==> src/rtl/centroid_accumulator.sv <==
// centroid_accumulator: running sum and sample count for one K-means cluster.
// Accepts unsigned coordinate samples, closes a group on in_last or flush, and
// presents {sum, count, ovf} to the centroid divider over a valid/ready handshake.
//
// Ports:
//   clk, rst_n     clock, asynchronous active-low reset
//   clr            synchronous clear (discards any pending result)
//   in_valid/in_ready/in_data/in_last   sample stream
//   flush          close the current group without a sample
//   out_valid/out_ready                 result handshake
//   out_sum, out_count, out_ovf         result payload (valid while out_valid=1)
module centroid_accumulator #(
  parameter int unsigned DATA_W = 16,
  parameter int unsigned CNT_W  = 8,
  parameter int unsigned SUM_W  = DATA_W + CNT_W
) (
  input  logic              clk,
  input  logic              rst_n,
  input  logic              clr,
  input  logic              in_valid,
  output logic              in_ready,
  input  logic [DATA_W-1:0] in_data,
  input  logic              in_last,
  input  logic              flush,
  output logic              out_valid,
  input  logic              out_ready,
  output logic [SUM_W-1:0]  out_sum,
  output logic [CNT_W-1:0]  out_count,
  output logic              out_ovf
);

  localparam logic [CNT_W-1:0] CNT_MAX = '1;

  typedef enum logic {
    ACC  = 1'b0,
    HOLD = 1'b1
  } state_t;

  state_t           state_q, state_d;
  logic [SUM_W-1:0] sum_q, sum_d;
  logic [CNT_W-1:0] count_q, count_d;
  logic             ovf_q, ovf_d;
  logic             live_q;
  logic             accept;
  logic             full;

  // live_q keeps in_ready low while reset is held and lets it rise one cycle after release
  always_ff @(posedge clk or negedge rst_n) begin
    if (!rst_n) begin
      live_q <= 1'b0;
    end else begin
      live_q <= 1'b1;
    end
  end

  assign in_ready = live_q && (state_q == ACC) && !clr;
  assign accept   = in_valid && in_ready;
  assign full     = (count_q == CNT_MAX);

  // State register
  always_ff @(posedge clk or negedge rst_n) begin
    if (!rst_n) begin
      state_q <= ACC;
    end else begin
      state_q <= state_d;
    end
  end

  // Next-state logic; flush closes the group whether or not a sample is accepted
  always_comb begin
    state_d = state_q;
    if (clr) begin
      state_d = ACC;
    end else begin
      case (state_q)
        ACC: begin
          if ((accept && in_last) || flush) begin
            state_d = HOLD;
          end
        end
        HOLD: begin
          if (out_ready) begin
            state_d = ACC;
          end
        end
        default: state_d = ACC;
      endcase
    end
  end

  // Accumulator update; a sample arriving with count full is dropped and flagged
  always_comb begin
    sum_d   = sum_q;
    count_d = count_q;
    ovf_d   = ovf_q;
    if (clr) begin
      sum_d   = '0;
      count_d = '0;
      ovf_d   = 1'b0;
    end else begin
      case (state_q)
        ACC: begin
          if (accept) begin
            if (!full) begin
              sum_d   = sum_q + SUM_W'(in_data);
              count_d = count_q + CNT_W'(1);
            end else begin
              ovf_d = 1'b1;
            end
          end
        end
        HOLD: begin
          if (out_ready) begin
            sum_d   = '0;
            count_d = '0;
            ovf_d   = 1'b0;
          end
        end
        default: begin
          sum_d   = '0;
          count_d = '0;
          ovf_d   = 1'b0;
        end
      endcase
    end
  end

  // Accumulator registers
  always_ff @(posedge clk or negedge rst_n) begin
    if (!rst_n) begin
      sum_q   <= '0;
      count_q <= '0;
      ovf_q   <= 1'b0;
    end else begin
      sum_q   <= sum_d;
      count_q <= count_d;
      ovf_q   <= ovf_d;
    end
  end

  // Outputs are straight decodes of registered state
  always_comb begin
    out_valid = (state_q == HOLD);
    out_sum   = sum_q;
    out_count = count_q;
    out_ovf   = ovf_q;
  end

endmodule

==> config.mk <==
export PLATFORM = sky130hd
export DESIGN_NAME = centroid_accumulator
export DESIGN_NICKNAME = d
export VERILOG_FILES = /design/src/rtl/centroid_accumulator.sv
export SDC_FILE = /design/constraint.sdc
export NUM_CORES = 1
export LEC_CHECK = 0
export CAP_MARGIN = 0
export CORE_ASPECT_RATIO = 1.5
export CORE_MARGIN = 5
export CORE_UTILIZATION = 25
export CTS_CLUSTER_SIZE = 16
export DETAILED_ROUTE_END_ITERATION = 7
export PLACE_DENSITY = 0.42
export SLEW_MARGIN = 20
export SYNTH_ARGS = -nofsm -noshare
export SYNTH_HDL_FRONTEND = slang
export SYNTH_SLANG_ARGS = --single-unit
==> constraint.sdc <==
create_clock -name clk -period 4.3 [get_ports clk]
set_input_delay 0.43 -clock clk [delete_from_list [all_inputs] [get_ports clk]]
set_output_delay 0.43 -clock clk [all_outputs]
set_load 0.005 [all_outputs]
==> report_table.html <==
<table>
<tr><th>Metric</th><th>Value</th></tr>
<tr><th colspan="2">Outcome</th></tr>
<tr><td>Outcome</td><td>finished, final reports clean</td></tr>
<tr><th colspan="2">Worst setup path</th></tr>
<tr><td>Worst-case reg-to-reg path depth</td><td>8</td></tr>
<tr><td>Worst reg2reg path startpoint</td><td>out_sum[0]</td></tr>
<tr><td>Arrival @ worst endpoint</td><td>2.66 ns</td></tr>
<tr><td>Critical path peak fanout</td><td>3</td></tr>
<tr><td>Worst Setup EP</td><td>out_sum[12]</td></tr>
<tr><td>Worst path slowest cell</td><td>sky130_fd_sc_hd__clkdlybuf4s50_1</td></tr>
<tr><td>CP Cell Sequence</td><td>clkdlybuf4s50_1 -&gt; ha_1 -&gt; fa_1 -&gt; a21o_1 -&gt; a31o_1 -&gt; a31oi_1 -&gt; a21oi_1 -&gt; xnor2_1 -&gt; o21ai_1</td></tr>
<tr><td>Register-to-register setup slack</td><td>1.95 ns</td></tr>
<tr><td>Crit end category</td><td>flip-flop</td></tr>
<tr><td>Terminus of the critical flop-to-flop path</td><td>out_sum[12]</td></tr>
<tr><td>CP Data Required Time</td><td>4.44 ns</td></tr>
<tr><td>Timing startpoint of the critical path</td><td>in_data[0]</td></tr>
<tr><td>Maximum cell stage delay along the critical path</td><td>0.41 ns</td></tr>
<tr><td>Startpoint Class</td><td>primary input</td></tr>
<tr><td>WS Path Type</td><td>primary input to flip-flop</td></tr>
<tr><th colspan="2">Global routing</th></tr>
<tr><td>Overall Global Routing Usage</td><td>0.122</td></tr>
<tr><td>Final global-route overflow total</td><td>0</td></tr>
<tr><td>Global-route wire length before repair</td><td>10700 um</td></tr>
<tr><td>Antenna violations before repair</td><td>0</td></tr>
<tr><td>Maximum number of pins on one net before global-route repair</td><td>36</td></tr>
<tr><td>Number of global-route vias before repair</td><td>2150</td></tr>
<tr><th colspan="2">Cells and area</th></tr>
<tr><td>Total of fill cells in the finished design</td><td>941</td></tr>
<tr><td>Layout overhead on the synthesized area</td><td>37.5%</td></tr>
<tr><td>Multi-input combinational cell area</td><td>0.00141 mm^2</td></tr>
<tr><td>Final antenna diode count</td><td>0</td></tr>
<tr><td>Cell Count, Final, Fillers Out</td><td>434</td></tr>
<tr><td>Final Util</td><td>0.348</td></tr>
<tr><td>Finished layout cell area</td><td>0.00320 mm^2</td></tr>
<tr><td>Layout cells sized above 1</td><td>0.0652</td></tr>
<tr><td>Number of nets in the final layout</td><td>362</td></tr>
<tr><td>Register cell area after layout</td><td>876 um^2</td></tr>
<tr><th colspan="2">Power and ir drop</th></tr>
<tr><td>Maximum vdd drop</td><td>0.214 mV</td></tr>
<tr><td>Lkg Pwr</td><td>1.39 nW</td></tr>
<tr><td>PD cells</td><td>302 mW/mm^2</td></tr>
<tr><td>Pwr Total</td><td>967 uW</td></tr>
<tr><th colspan="2">Logic synthesis</th></tr>
<tr><td>Yosys warnings</td><td>0</td></tr>
<tr><td>Top area cells in the synthesized netlist</td><td>sky130_fd_sc_hd__dfrtp_1 38%, sky130_fd_sc_hd__ha_1 9.1%, sky130_fd_sc_hd__nand3_1 6.5%, sky130_fd_sc_hd__a21oi_1 4.9%, sky130_fd_sc_hd__nand2_1 4.7%</td></tr>
<tr><td>Number of instances in the synthesized netlist</td><td>263</td></tr>
<tr><td>Average instance area after synthesis</td><td>8.84 um^2</td></tr>
<tr><td>Fraction of the yosys area taken by sequential cells</td><td>0.377</td></tr>
<tr><td>Dominant register cell in the synthesized netlist</td><td>sky130_fd_sc_hd__dfrtp_1</td></tr>
<tr><td>Post-synthesis cell type count</td><td>42</td></tr>
<tr><td>Post-synth net total</td><td>304</td></tr>
<tr><td>EDFF count, synth</td><td>0</td></tr>
<tr><td>Share of async-settable or async-resettable flops after synthesis</td><td>1.00</td></tr>
<tr><td>Cell Area, Synth</td><td>0.00233 mm^2</td></tr>
<tr><td>Dominant cell type by area after synthesis</td><td>sky130_fd_sc_hd__dfrtp_1</td></tr>
<tr><td>Area share of the largest cell type after synthesis</td><td>0.377</td></tr>
<tr><td>Number of storage elements in the synthesis netlist</td><td>35</td></tr>
<tr><th colspan="2">CTS</th></tr>
<tr><td>Cts-stage hold buffer count</td><td>0</td></tr>
<tr><td>Clock tree from TritonCTS</td><td>built</td></tr>
<tr><td>Number of gates given a new drive strength after cts</td><td>0</td></tr>
<tr><td>Skew-Pair Late Insertion Delay</td><td>0.28 ns</td></tr>
<tr><td>Number of CTS-inserted buffers</td><td>5</td></tr>
<tr><td>Setup repair bufs after CTS</td><td>0</td></tr>
<tr><td>H-tree lvl count</td><td>2</td></tr>
<tr><td>Buffers from clock root to sink, at most</td><td>2</td></tr>
<tr><td>Post-CTS clock slew at the launch and capture registers of the worst setup and hold paths</td><td>0.06 ns</td></tr>
<tr><td>Sinks on Clock Net</td><td>35</td></tr>
<tr><td>Cell at the root of the clock tree</td><td>sky130_fd_sc_hd__clkbuf_16</td></tr>
<tr><th colspan="2">Placed design</th></tr>
<tr><td>Cell Count Post-Placement</td><td>426</td></tr>
<tr><td>Post-DP Area</td><td>0.00303 mm^2</td></tr>
<tr><td>PortBufs</td><td>57</td></tr>
<tr><td>RePlAce Congestion</td><td>0.759</td></tr>
<tr><td>HPWL reported at the end of detailed placement</td><td>4990 um</td></tr>
<tr><th colspan="2">Run</th></tr>
<tr><td>Max-capacitance violation count</td><td>0</td></tr>
<tr><th colspan="2">Timing</th></tr>
<tr><td>Period Utilization, post-route</td><td>0.587</td></tr>
<tr><td>Min Clock Period, post-route</td><td>2.53 ns</td></tr>
<tr><td>Final hold violations</td><td>0</td></tr>
<tr><td>RSZ-0062 raised after global routing</td><td>no</td></tr>
<tr><td>Relative slew slack</td><td>0.519</td></tr>
<tr><td>Highest clock rate</td><td>396 MHz</td></tr>
<tr><td>Slew Limit Fails</td><td>0</td></tr>
<tr><td>Setup skew after layout</td><td>0.00947 ns</td></tr>
<tr><td>Final number of setup-violating endpoints</td><td>0</td></tr>
<tr><td>Setup total negative slack</td><td>0 ns</td></tr>
<tr><td>Worst-margin pin slew</td><td>0.721 ns</td></tr>
<tr><th colspan="2">Floorplan</th></tr>
<tr><td>Die area</td><td>0.0114 mm^2</td></tr>
<tr><td>Die extent in y</td><td>128 um</td></tr>
<tr><td>Floorplan row count</td><td>43</td></tr>
<tr><td>Std-Cell Core Area</td><td>0.00920 mm^2</td></tr>
<tr><td>Number of placed I/O pins</td><td>58</td></tr>
<tr><td>Overall die width</td><td>88.8 um</td></tr>
<tr><td>Starting density of the core</td><td>0.253</td></tr>
<tr><th colspan="2">Route</th></tr>
<tr><td>DR iter-0 viols</td><td>49</td></tr>
<tr><td>Drt via density</td><td>4.88</td></tr>
<tr><td>Number of remaining DRC errors</td><td>0</td></tr>
<tr><td>Remaining antenna violation count</td><td>0</td></tr>
<tr><td>Drt pass-1 iters</td><td>4</td></tr>
<tr><td>Total length of routed wires</td><td>6640 um</td></tr>
<tr><td>Count of vias placed by the detailed router</td><td>2120</td></tr>
<tr><td>WL per Instance</td><td>15.3 um</td></tr>
<tr><th colspan="2">Hold path</th></tr>
<tr><td>Beginning of the worst hold path</td><td>out_ovf</td></tr>
<tr><td>Worst min-delay path class</td><td>flip-flop to flip-flop</td></tr>
</table>
## layout by cell type, fill, tap and decap left out, types with 2 or more instances in the layout
cell	Yosys	layout
sky130_fd_sc_hd__clkdlybuf4s50_1	0	57
sky130_fd_sc_hd__dfrtp_1	35	35
sky130_fd_sc_hd__nand3_1	30	30
sky130_fd_sc_hd__nand2_1	29	29
sky130_fd_sc_hd__a21oi_1	23	22
sky130_fd_sc_hd__nor2_1	17	17
sky130_fd_sc_hd__ha_1	17	17
sky130_fd_sc_hd__o21ai_0	15	15
sky130_fd_sc_hd__xnor2_1	12	12
sky130_fd_sc_hd__xor2_1	9	9
sky130_fd_sc_hd__a21o_1	7	7
sky130_fd_sc_hd__o21ai_1	6	5
sky130_fd_sc_hd__clkbuf_16	0	5
sky130_fd_sc_hd__nand4_1	4	4
sky130_fd_sc_hd__mux2i_1	4	4
sky130_fd_sc_hd__a211oi_1	3	3
sky130_fd_sc_hd__nor3_1	3	3
sky130_fd_sc_hd__or3_1	3	3
sky130_fd_sc_hd__nand2b_1	3	3
sky130_fd_sc_hd__o211ai_1	3	3
sky130_fd_sc_hd__o21a_1	3	3
sky130_fd_sc_hd__a31oi_1	3	3
sky130_fd_sc_hd__buf_4	0	3
sky130_fd_sc_hd__o21ai_2	1	2
sky130_fd_sc_hd__and2_1	2	2
sky130_fd_sc_hd__o31ai_1	2	2
sky130_fd_sc_hd__or4_1	2	2
sky130_fd_sc_hd__and3_1	2	2
sky130_fd_sc_hd__inv_1	2	2
## flip-flops by register name, indices dropped and copies added (netlist names)
register   cells
out_valid      1
out_count      8
out_sum       24
live_q         1
out_ovf        1
## stage by stage
step	hold WS [ns]	setup WS (ns)
floorplan	0.134	2.15
global placement	0.477	1.48
detailed placement	0.484	1.45
CTS	0.501	1.74
global route	0.527	1.63
finish	0.492	1.77
## kinds of logic after synthesis
family                   Yosys count  synth area share
XOR/XNOR                          21            0.0791
other                              1           0.00161
AND/OR/NAND/NOR                  101             0.215
buffers and inverters             11            0.0194
AO/OA/AOI/OAI                     72             0.191
multiplexers                       4            0.0172
flip-flops                        35             0.377
adder cells (fa/ha/maj)           18             0.100
## metal layers
metal  part of all wire  wire (um)  GRT usage
met1               0.41       2740      0.143
met2               0.52       3480      0.216
met3              0.049        325     0.0251
met4              0.015        100     0.0400
met5                  0          0          0
## cell usage after synthesis, types with 2 or more instances
cell	n
sky130_fd_sc_hd__and2_1	2
sky130_fd_sc_hd__o211ai_1	3
sky130_fd_sc_hd__nand2b_1	3
sky130_fd_sc_hd__inv_1	2
sky130_fd_sc_hd__and3_1	2
sky130_fd_sc_hd__nand3_1	30
sky130_fd_sc_hd__dfrtp_1	35
sky130_fd_sc_hd__a31oi_1	3
sky130_fd_sc_hd__nor2_1	17
sky130_fd_sc_hd__o21ai_0	15
sky130_fd_sc_hd__or3_1	3
sky130_fd_sc_hd__nand2_1	29
sky130_fd_sc_hd__mux2i_1	4
sky130_fd_sc_hd__nand4_1	4
sky130_fd_sc_hd__clkbuf_1	6
sky130_fd_sc_hd__buf_2	3
sky130_fd_sc_hd__xor2_1	9
sky130_fd_sc_hd__ha_1	17
sky130_fd_sc_hd__xnor2_1	12
sky130_fd_sc_hd__a21oi_1	23
sky130_fd_sc_hd__nor3_1	3
sky130_fd_sc_hd__a21o_1	7
sky130_fd_sc_hd__a211oi_1	3
sky130_fd_sc_hd__or4_1	2
sky130_fd_sc_hd__o21a_1	3
sky130_fd_sc_hd__o21ai_1	6
sky130_fd_sc_hd__o31ai_1	2
## critical path: cells and delay by family
kind	cells	cell delay [ns]
compound gates	5	1.00
fa+ha+maj	2	0.66
buf+inv	1	0.41
xor+xnor	1	0.15
## cell type report
cell class	instances	area share
timing repair buffer	60	0.185
clock inverter	3	0.0137
tap	112	0.0438
sequential	35	0.274
multi-input combinational	217	0.442
clock buffer	5	0.0391
inverter	2	0.00235
## power by group
group / total, mW / switching, mW / internal, mW / leakage (nW)
clock network: 0.421 / 0.148 / 0.273 / 0.0838
registers: 0.352 / 0.0109 / 0.341 / 0.480
logic: 0.194 / 0.102 / 0.0914 / 0.824
## how the worst min path moves through the flow
stage,end,slack [ns],cells past startpoint
3_5_place_dp,out_ovf,0.48,2
2_1_floorplan,live_q,0.13,0
5_1_grt,out_ovf,0.53,2
4_1_cts,out_ovf,0.50,2
3_3_place_gp,out_ovf,0.48,2
6_report,out_ovf,0.49,2
No activity file was read; power rests on OpenSTA's default activity.
